--- config.mk ---
export PLATFORM = sky130hd
export DESIGN_NAME = dram_port_arbiter
export DESIGN_NICKNAME = d
export VERILOG_FILES = /design/src/rtl/dram_arb_pkg.sv /design/src/rtl/dram_port_arbiter_rr_arbiter2.sv /design/src/rtl/dram_port_arbiter.sv
export SDC_FILE = /design/constraint.sdc
export NUM_CORES = 1
export LEC_CHECK = 0
export ABC_AREA = 0
export CORE_AREA = 2 2 544 546
export DETAILED_ROUTE_END_ITERATION = 16
export DIE_AREA = 0 0 546 548
export PLACE_DENSITY = 0.36
export SLEW_MARGIN = 20
export SYNTH_ARGS = -nofsm -noshare
export SYNTH_HDL_FRONTEND = slang
export SYNTH_SLANG_ARGS = --single-unit
--- constraint.sdc ---
create_clock -name clk -period 3.8 [get_ports clk]
set_clock_uncertainty 0.2 [all_clocks]
set_input_delay 1.14 -clock clk [delete_from_list [all_inputs] [get_ports clk]]
set_output_delay 1.14 -clock clk [all_outputs]
set_load 0.005 [all_outputs]
--- src/rtl/dram_arb_pkg.sv ---
// Shared types and constants for the DRAM port arbiter.
package dram_arb_pkg;

  localparam int DEF_BLOCK_W = 256;
  localparam int DEF_TIMEOUT = 64;

  typedef enum logic [2:0] {
    IDLE,
    ISSUE,
    RD_WAIT,
    WR_WAIT,
    RESP
  } state_t;

  // Number of byte-offset bits inside one DRAM block.
  function automatic int OFFS_BITS(input int block_w);
    return $clog2(block_w / 8);
  endfunction

endpackage

--- src/rtl/dram_port_arbiter_rr_arbiter2.sv ---
// Two-input round-robin grant logic with its priority pointer.
module rr_arbiter2 (
  input  logic       clk,
  input  logic       reset,
  input  logic [1:0] req,
  input  logic       advance,
  input  logic       last_grant,
  output logic       grant
);

  logic ptr;

  // A lone requester always wins; the pointer only breaks ties.
  always_comb begin
    grant = ptr;
    if (req == 2'b01)
      grant = 1'b0;
    else if (req == 2'b10)
      grant = 1'b1;
  end

  always_ff @(posedge clk) begin
    if (reset)
      ptr <= 1'b0;
    else if (advance)
      ptr <= ~last_grant;
  end

endmodule

--- src/rtl/dram_port_arbiter.sv ---
// Shares one DRAM block port between the L2 data and instruction requesters,
// one transaction at a time, with read timeout detection.
module dram_port_arbiter
  import dram_arb_pkg::*;
#(
  parameter int ADDR_W  = 32,
  parameter int BLOCK_W = DEF_BLOCK_W,
  parameter int TIMEOUT = DEF_TIMEOUT
) (
  input  logic               clk,
  input  logic               reset,
  input  logic [1:0]         req_valid,
  input  logic [1:0]         req_we,
  input  logic [ADDR_W-1:0]  req_addr0,
  input  logic [ADDR_W-1:0]  req_addr1,
  input  logic [BLOCK_W-1:0] req_wdata0,
  input  logic [BLOCK_W-1:0] req_wdata1,
  output logic [1:0]         req_ready,
  output logic [1:0]         rsp_valid,
  output logic               rsp_err,
  output logic [BLOCK_W-1:0] rsp_data,
  output logic [ADDR_W-1:0]  mem_addr,
  output logic               mem_en,
  output logic               mem_we,
  output logic [BLOCK_W-1:0] mem_din,
  input  logic [BLOCK_W-1:0] mem_dout,
  input  logic               mem_dready,
  input  logic               mem_accR,
  input  logic               mem_accW,
  output logic               err_sticky
);

  localparam int OFFS = OFFS_BITS(BLOCK_W);
  localparam int CNT_W = $clog2(TIMEOUT + 1);
  localparam logic [ADDR_W-1:0] ALIGN_MASK = {ADDR_W{1'b1}} << OFFS;

  state_t             state;
  logic               owner;
  logic               we_q;
  logic               wr_skip;
  logic [CNT_W-1:0]   cnt;
  logic               grant;
  logic               arb_go;
  logic               sel_we;
  logic [ADDR_W-1:0]  sel_addr;
  logic [BLOCK_W-1:0] sel_wdata;
  logic [1:0]         owner_onehot;

  rr_arbiter2 u_arb (
    .clk        (clk),
    .reset      (reset),
    .req        (req_valid),
    .advance    (state == ISSUE),
    .last_grant (owner),
    .grant      (grant)
  );

  assign arb_go       = (state == IDLE) && (req_valid != 2'b00) && mem_accR && mem_accW;
  assign sel_we       = req_we[grant];
  assign sel_addr     = grant ? req_addr1 : req_addr0;
  assign sel_wdata    = grant ? req_wdata1 : req_wdata0;
  assign owner_onehot = owner ? 2'b10 : 2'b01;

  // Strobes and accept pulses are registered on entry to ISSUE so they last exactly one cycle.
  always_ff @(posedge clk) begin
    if (reset) begin
      state      <= IDLE;
      owner      <= 1'b0;
      we_q       <= 1'b0;
      wr_skip    <= 1'b0;
      cnt        <= '0;
      req_ready  <= 2'b00;
      rsp_valid  <= 2'b00;
      rsp_err    <= 1'b0;
      rsp_data   <= '0;
      mem_addr   <= '0;
      mem_en     <= 1'b0;
      mem_we     <= 1'b0;
      mem_din    <= '0;
      err_sticky <= 1'b0;
    end else begin
      case (state)
        IDLE: begin
          if (arb_go) begin
            owner     <= grant;
            we_q      <= sel_we;
            mem_addr  <= sel_addr & ALIGN_MASK;
            mem_din   <= sel_wdata;
            mem_en    <= ~sel_we;
            mem_we    <= sel_we;
            req_ready <= grant ? 2'b10 : 2'b01;
            state     <= ISSUE;
          end
        end
        ISSUE: begin
          mem_en    <= 1'b0;
          mem_we    <= 1'b0;
          req_ready <= 2'b00;
          cnt       <= '0;
          wr_skip   <= 1'b1;
          state     <= we_q ? WR_WAIT : RD_WAIT;
        end
        RD_WAIT: begin
          cnt <= cnt + 1'b1;
          if (mem_dready) begin
            rsp_data  <= mem_dout;
            rsp_valid <= owner_onehot;
            state     <= RESP;
          end else if (cnt == CNT_W'(TIMEOUT - 1)) begin
            rsp_data   <= '0;
            rsp_err    <= 1'b1;
            err_sticky <= 1'b1;
            rsp_valid  <= owner_onehot;
            state      <= RESP;
          end
        end
        RESP: begin
          rsp_valid <= 2'b00;
          rsp_err   <= 1'b0;
          state     <= IDLE;
        end
        WR_WAIT: begin
          // accW only drops a cycle after the strobe, so its first sample is stale.
          if (wr_skip)
            wr_skip <= 1'b0;
          else if (mem_accW)
            state <= IDLE;
        end
        default: state <= IDLE;
      endcase
    end
  end

endmodule

==> out/results.tsv, run 1 <==
metric	value	unit
power_density	395	nW/um^2
globalRoute.totalOverflow	0	
rows	199	
ios	1393	
multi_input_area	10300	sq um
max_cap_violations	0	
critPathRequiredTime	2.46	ns
syn_area_per_cell	8.06	sq um
path_buf_inv	1	
cts_resized	0	
post-synth-top-count-cell	nand2_1	
ctsHoldBuffers	0	
die_w	546	microns
place.gp.congestion	0.884	
min_period	3.33	ns
r2r_slack	1.32	ns
drive_gt1_share	7.71	%
portBuffers	1377	
worst_pin_slew	0.822	ns
start_kind	register	
crit_path_max_fanout	2	
synthFlopType	dfxtp_1	
ys_ff_latch	561	
synthTopCellsByCount	827 x nand2_1, 561 x dfxtp_1, 301 x nor2_1	
final_nets	4980	
grt_pass1_wl	273000	microns
cts_tree	built	
setup_tns	0	ns
clk_pin_slew_worst_paths	0.06	ns
grtUsageTotal	13.7	%
ys_seq_area_share	49.2	%
path_cells	clkdlybuf4s50_1	
period_share	87.7	%
min_path_type	reg2reg	
cts-root-buf	clkbuf_16	
synth_top_family_by_area	compound AO/OA/AOI/OAI gates	
yosys_warnings	0	
yosys.area.top_type	dfxtp_1	
drc	0	
routed_wirelength	214000	microns
routedWlPerCell	26.1	microns
synth_xor_area_share	0	%
dr.pass1.iters	5	
synth_area_leaders	dfxtp_1 49%, nand2_1 14%, a311oi_1 8.2%	
synthDominantCellAreaShare	49.2	%
clk_latency	0.75	ns
leakagePower	14.4	nW
syn-cell-area	22800	sq um
slew_headroom	45.2	%
drt_iter0_drc	1976	
ctsHtreeMaxLevel	3	
max_stage_delay	0.82	ns
grt_pass1_vias	27100	
cts_setup_buffers	0	
antenna_found_initial	200	
yosys-mux-area-fraction	0.131	%
critPathSlowestCell	clkdlybuf4s50_1	
ant_nets	0	
cts_buffers	84	
syn_inst	2836	
finalSetupViolations	0	
vias	27300	
cts_sinks	561	
die_h	548	microns
fillers	33300	
synth_edf_count	0	
clk_path_buf_depth	4	
vdd_drop_max	0.275	mV
synthAdderAreaFrac	0.0548	%
hold_violations	0	
register_area	11200	sq um
crit_family	buffers and inverters	
initial_core_util	7.80	%
endpoint_kind	output port	
arrival	1.99	ns
async_reset_ff_share	0	%
worstSetupPathType	reg2out	
synth_compound_area_share	25.2	%
dp.final_hpwl	181000	microns
vias_per_cell	3.35	
syn_to_final_growth	94.9	%
grt_max_degree	83	
core	293000	sq um
grt_setup_unrepaired	false	
synthDistinctLibCells	50	
clock.fmax	300	MHz
fp.dieArea	299000	sq um
drv_slew	0	
yosys.area_share.simple	19.4	%
outcome	finished, final reports clean	
p_total	17.6	mW
[cells in the final DEF (no fill, tap or decap), drive strengths merged, types with 2 or more instances in the layout]
master / n
a211oi: 4
a21oi: 265
a311oi: 283
and3b: 2
buf: 118
bufinv: 9
clkbuf: 118
clkdlybuf4s50: 1376
clkinv: 12
conb: 5
dfxtp: 561
diode: 61
mux2i: 3
nand2: 827
nand2b: 6
nand3: 3
nand3b: 2
nand4: 3
nor2: 301
nor3: 4
nor3b: 2
o211ai: 2
o21a: 2
o21ai: 261
[through the flow]
step | cell area, sq um | worst slack [ns] | hold WS (ns) | cells | util (%)
final | 44500 | 0.468 | 0.273 | 8172 | 15.2
after global routing | 44400 | 0.361 | 0.287 | 8130 | 15.2
after CTS | 44400 | 0.290 | 0.274 | 8111 | 15.1
after detailed placement | 41600 | 0.303 | 0.263 | 7971 | 14.2
after global placement | 41600 | 0.309 | 0.252 | 7971 | 14.2
after floorplan | 22900 | 1.21 | 0.233 | 2840 | -
[cell type report]
| type | instances | share of cell area (%) |
|---|---|---|
| Timing Repair Buffer | 1494 | 34.0 |
| Multi-Input combinational cell | 1996 | 23.1 |
| Tap cell | 3919 | 11.0 |
| Clock inverter | 22 | 0.843 |
| Clock buffer | 118 | 5.48 |
| Sequential cell | 561 | 25.2 |
| Antenna cell | 61 | 0.343 |
| Inverter | 1 | 0.00843 |
[path summary, 6_finish.rpt]
kind / startpoint / endpoint / cells after the start
hold / removal: rsp_data[151]$_SDFFE_PP0P_ / rsp_data[151]$_SDFFE_PP0P_ / 2
setup reg to reg: state[1]$_SDFFE_PP0P_ / rsp_data[140]$_SDFFE_PP0P_ / 5
hold reg to reg: rsp_data[151]$_SDFFE_PP0P_ / rsp_data[151]$_SDFFE_PP0P_ / 2
setup / recovery: mem_din[154]$_SDFFE_PP0P_ / mem_din[154] / 1
[flip-flops by register name, indices dropped and copies added, names as in the netlist, 2 cells and up]
name       flops
cnt            7
mem_addr      27
mem_din      256
req_ready      2
rsp_data     256
rsp_valid      2
state          3
[report_power, final]
group          switching [mW]  internal [mW]  total, mW
logic                    1.44           1.61       3.05
registers               0.174           6.15       6.32
clock network            3.18           5.05       8.23
[layer usage]
layer  part of all wire (%)  GRT usage, %  up-vias
met4                    3.4          4.07      112
met2                     43          21.3     1418
met5                   0.34             0        -
li1                       -             -    12500
met1                     39          15.7    12900
met3                     14          7.88      397
[cells by family (layout without fill, tap and decap cells)]
family / Yosys count / in the layout
buffers and inverters: 283 / 1635
DFF: 561 / 561
and+or+nand+nor: 1157 / 1157
adders and majority gates: 1 / 1
muxes: 3 / 3
AOI/OAI and AO/OA: 830 / 830
other: 1 / 66
Note: power is estimated with default switching activity, not from simulation.
==> run 2, diff against run 1 <==
- RECOVER_POWER: default -> 50
==> run 2 against run 1 <==
Compared with the run above:
- the run now ends with max-capacitance violations, max-slew violations left
- first-iteration DRC count decreased by 1.7%
- register-to-register slack worse by 0.76 ns
- global-route usage stayed put
- combinational power shrank 1%
- count of clock-buffer cells in the layout unchanged
- utilization down 0.098 points
- die area is the same
- critical path depth rose by 5
- maximum frequency fell by 4.8%
- power fell by 0.23%
- largest power group unchanged
==> out/results.tsv, run 2 (same netlist as run 1, synthesis figures left out) <==
metric	value	unit
busiest_layer	met2	
max_cap_violations	2	
grt_pass1_vias	27100	
layout_commonest_cell	clkdlybuf4s50_1	
ant_nets	0	
ctsHoldBuffers	0	
arrival	3.96	ns
preCtsSetupSlack	0.303	ns
crit_family	buffers and inverters	
cts_setup_buffers	0	
vias_per_cell	3.36	
dp.final_hpwl	181000	microns
syn_to_final_growth	93.7	%
drv_slew	88	
period_share	92.1	%
cts_tree	built	
critPathSlowestCell	clkbuf_2	
critPathRequiredTime	4.26	ns
clk_latency	0.75	ns
worst_pin_slew	1.59	ns
place.gp.congestion	0.884	
final_nets	4980	
cts_buffers	84	
ctsHtreeMaxLevel	3	
power_density	397	nW/um^2
endpoint_kind	register	
fillers	33400	
cts-root-buf	clkbuf_16	
clock.fmax	286	MHz
setup_tns	0	ns
drc	0	
initial_core_util	7.80	%
min_path_type	reg2reg	
die_h	548	microns
leakagePower	14.3	nW
vdd_drop_max	0.275	mV
rows	199	
p_total	17.6	mW
clk_path_buf_depth	4	
largestRegisters	mem_din (256), rsp_data (256), mem_addr (27)	
grtUsageMet2	21.3	%
fp.dieArea	299000	sq um
violations	max-capacitance violations, max-slew violations	
path_cells	dlygate4sd3_1 -> and2b_1 -> o21ai_4 -> clkbuf_2 -> nand2_1 -> a311oi_1	
clk_pin_slew_worst_paths	0.06	ns
start_kind	input pin	
met3_usage	7.88	%
antenna_found_initial	200	
crit_path_max_fanout	36	
cts_sinks	561	
die_w	546	microns
outcome	finished with violations	
drt_iter0_drc	1942	
drive_gt1_share	6.85	%
routed_wirelength	214000	microns
min_period	3.50	ns
final_core_util	15.1	%
vias	27400	
final_cell_mix	1374 x clkdlybuf4s50_1, 827 x nand2_1, 561 x dfxtp_1, 301 x nor2_1, 265 x a21oi_1	
dr.pass1.iters	6	
placed_cell_area	41600	sq um
slew_headroom	-6.33	%
routedWlPerCell	26.1	microns
globalRoute.totalOverflow	0	
hold_violations	0	
ios	1393	
grt_setup_unrepaired	false	
worstSetupPathType	in2reg	
use_met1	15.7	%
max_stage_delay	0.93	ns
design_area	44200	sq um
cts_resized	0	
path_buf_inv	2	
portBuffers	1377	
core	293000	sq um
grt_pass1_wl	273000	microns
finalSetupViolations	0	
grt_max_degree	83	
grtUsageTotal	13.7	%
worst_slack	0.300	ns
[run 2: changes by cell type in the layout (fill, tap and decap cells not counted), sizes merged]
cell	change
buf	-21
clkbuf	+21
clkdlybuf4s50	-2
diode	-2
dlygate4sd3	+2
[run 2: final timing paths]
check	from	to	slack (ns)	cells past startpoint
setup / recovery	req_valid[0]	mem_din[16]$_SDFFE_PP0P_	0.30	6
hold / removal	rsp_data[151]$_SDFFE_PP0P_	rsp_data[151]$_SDFFE_PP0P_	0.27	2
setup reg to reg	state[0]$_SDFFE_PP0P_	rsp_data[155]$_SDFFE_PP0P_	0.56	5
hold reg to reg	rsp_data[151]$_SDFFE_PP0P_	rsp_data[151]$_SDFFE_PP0P_	0.27	2
[run 2: cell type report]
type / instances / area [sq um] / share of cell area [%]
Antenna cell: 59 / 148 / 0.334
Sequential cell: 561 / 11200 / 25.4
Tap cell: 3919 / 4900 / 11.1
Multi-Input combinational cell: 1996 / 10100 / 22.9
Inverter: 1 / 3.75 / 0.00848
Clock inverter: 22 / 375 / 0.848
Timing Repair Buffer: 1494 / 15000 / 34.0
Clock buffer: 118 / 2440 / 5.52
[run 2: worst min-delay path, delay by kind of cell (launching register included)]
| kind | cells | cell delay, ns |
|---|---|---|
| flops | 1 | 0.30 |
| compound gates | 2 | 0.12 |
[run 2: metal layers]
metal	share of wire, %	vias to the layer above
met2	43	1446
met5	0.34	-
li1	-	12500
met3	14	403
met4	3.3	112
met1	39	12900
[run 2: stage by stage]
stage / cells / hold slack (ns)
after floorplan: 2840 / 0.233
after global placement: 7971 / 0.252
after detailed placement: 7971 / 0.263
after CTS: 8111 / 0.274
after global routing: 8130 / 0.287
final: 8170 / 0.273
[run 2: power by group]
part	leakage, nW	internal [mW]	total [mW]	switching [mW]
clock network	1.38	5.05	8.24	3.18
logic	8.36	1.58	3.01	1.42
registers	4.57	6.15	6.32	0.174
total	14.3	12.8	17.6	4.78
==> run 3, diff against run 2 <==
- clock period: 3.8 -> 4.55 ns (I/O delays scaled with it)
==> run 3 against run 2 <==
Compared with the run above:
- the flow still finishes with violations (max-capacitance violations, max-slew violations)
- first-iteration DRC count is 2.9% lower
- utilization is 0.10 points lower
- cell count is 0.66% lower
- die area stayed put
- global-route usage hardly changed
- non-clock buffer count is 35 lower
- hold slack worse by 0.0031 ns
- clock power is 17% lower
==> out/results.tsv, run 3 (same netlist as run 1, synthesis figures left out) <==
metric	value	unit
largestRegisters	mem_din (256), rsp_data (256), mem_addr (27)	
cts_resized	0	
portBuffers	1377	
ctsHoldBuffers	0	
dp.final_hpwl	179000	microns
globalRoute.totalOverflow	0	
r2r_slack	1.13	ns
die_w	546	microns
p_total	14.6	mW
place.gp.congestion	0.892	
cts_tree	built	
layout_commonest_cell	clkdlybuf4s50_1	
p_comb_share	17.1	%
endpoint_kind	register	
grt_setup_unrepaired	false	
cts_setup_buffers	0	
cts_sinks	561	
start_kind	input pin	
crit_start	mem_accW	
rr_worst_depth	4	
holdPathStages	2	
rows	199	
worst_pin_slew	2.07	ns
min_path_type	reg2reg	
antenna_found_initial	192	
rr_startpoint	state[1]$_SDFFE_PP0P_	
p_sw	4.12	mW
drt_iter0_drc	1886	
dr.pass1.iters	5	
setup_tns	0	ns
r2r-end	rsp_data[237]$_SDFFE_PP0P_	
finalSetupViolations	0	
clockPowerShare	46.7	%
ctsHtreeMaxLevel	3	
routedWlPerCell	26.5	microns
critPathRequiredTime	5.03	ns
initial_core_util	7.80	%
switching_share	28.2	%
drc	0	
grt_max_degree	128	
die_h	548	microns
fillers	33500	
period_share	85.2	%
whs_endpoint	rsp_data[151]$_SDFFE_PP0P_	
hold_violations	0	
power_density	332	nW/um^2
clock.fmax	258	MHz
cts-root-buf	clkbuf_16	
min_from	rsp_data[151]$_SDFFE_PP0P_	
grtUsageTotal	13.7	%
leakagePower	14.1	nW
final_cell_mix	1368 x clkdlybuf4s50_1, 826 x nand2_1, 561 x dfxtp_1, 301 x nor2_1, 265 x a21oi_1	
cts_buffers	84	
drv_slew	89	
seq_power_share	36.1	%
grt_pass1_wl	274000	microns
clk_latency	0.78	ns
p_int	10.5	mW
vias	27400	
ios	1393	
outcome	finished with violations	
crit_path_max_fanout	41	
slew_headroom	-37.7	%
max_cap_violations	2	
violations	max-capacitance violations, max-slew violations	
clk_pin_slew_worst_paths	0.05	ns
vdd_drop_max	0.262	mV
ant_nets	0	
grt_pass1_vias	27200	
core	293000	sq um
syn_to_final_growth	92.3	%
vias_per_cell	3.38	
fp.dieArea	299000	sq um
clk_path_buf_depth	4	
drive_gt1_share	6.37	%
min_period	3.87	ns
final_nets	4945	
routed_wirelength	215000	microns
arrival	4.36	ns
worstSetupPathType	in2reg	
==> run 3: cell types whose count changed in the layout (fill, tap and decap cells not counted), moves of 12 or more <==
cell | previous run | this run
clkbuf_1 | 29 | 41
buf_4 | 61 | 32
a311oi_1 | 230 | 213
a311oi_2 | 53 | 70
diode_2 | 59 | 34
==> run 3: worst max-delay path: stages <==
cell and delay, ns:
dlygate4sd3_1 0.59, o211ai_1 0.14, nor3_1 0.83, buf_12 0.33, clkbuf_1 0.63, nor2_1 0.12, a311oi_2 0.27
==> run 3: final cells by class <==
cell class | instances | area [sq um] | share of cell area, %
tap | 3919 | 4900 | 11.2
inverter | 1 | 3.75 | 0.00854
clock inverter | 20 | 283 | 0.643
clock buffer | 126 | 2460 | 5.60
sequential | 561 | 11200 | 25.6
multi-input combinational | 1996 | 10300 | 23.3
antenna | 34 | 85.1 | 0.194
timing repair buffer | 1459 | 14700 | 33.5
==> run 3: power by group through the flow <==
stage               Combinational (mW)  Clock (mW)  Sequential [mW]
finish                            2.50        6.83             5.27
global route                      2.69        7.29             5.30
CTS                               2.57        7.17             5.27
detailed placement                2.56           0             5.38
global placement                  2.56           0             5.37
floorplan                        0.806           0             5.36
==> run 3: how the worst max path moves through the flow <==
stage,endpoint,slack (ns)
3_5_place_dp,mem_din[161]$_SDFFE_PP0P_,0.64
6_report,mem_din[67]$_SDFFE_PP0P_,0.68
5_1_grt,mem_din[67]$_SDFFE_PP0P_,0.43
4_1_cts,mem_din[28],0.78
2_1_floorplan,mem_din[125]$_SDFFE_PP0P_,1.74
3_3_place_gp,mem_din[186]$_SDFFE_PP0P_,0.63
==> run 3: through the flow <==
| stage | hold slack (ns) | instances | setup WS [ns] | utilization, % | area (sq um) |
|---|---|---|---|---|---|
| finish | 0.270 | 8116 | 0.675 | 15.0 | 43900 |
| global route | 0.291 | 8089 | 0.428 | 15.0 | 43900 |
| floorplan | 0.233 | 2840 | 1.74 | - | 22900 |
| global placement | 0.253 | 7936 | 0.634 | 14.1 | 41200 |
| CTS | 0.274 | 8082 | 0.778 | 15.0 | 44000 |
| detailed placement | 0.265 | 7936 | 0.644 | 14.1 | 41200 |
==> run 3: metal layers <==
layer	track usage [%]	vias to the layer above	wire, microns
met5	0	-	775
met4	2.94	118	5530
met3	7.89	424	28800
met2	21.6	1436	93500
met1	16.0	13100	86200
li1	-	12400	-
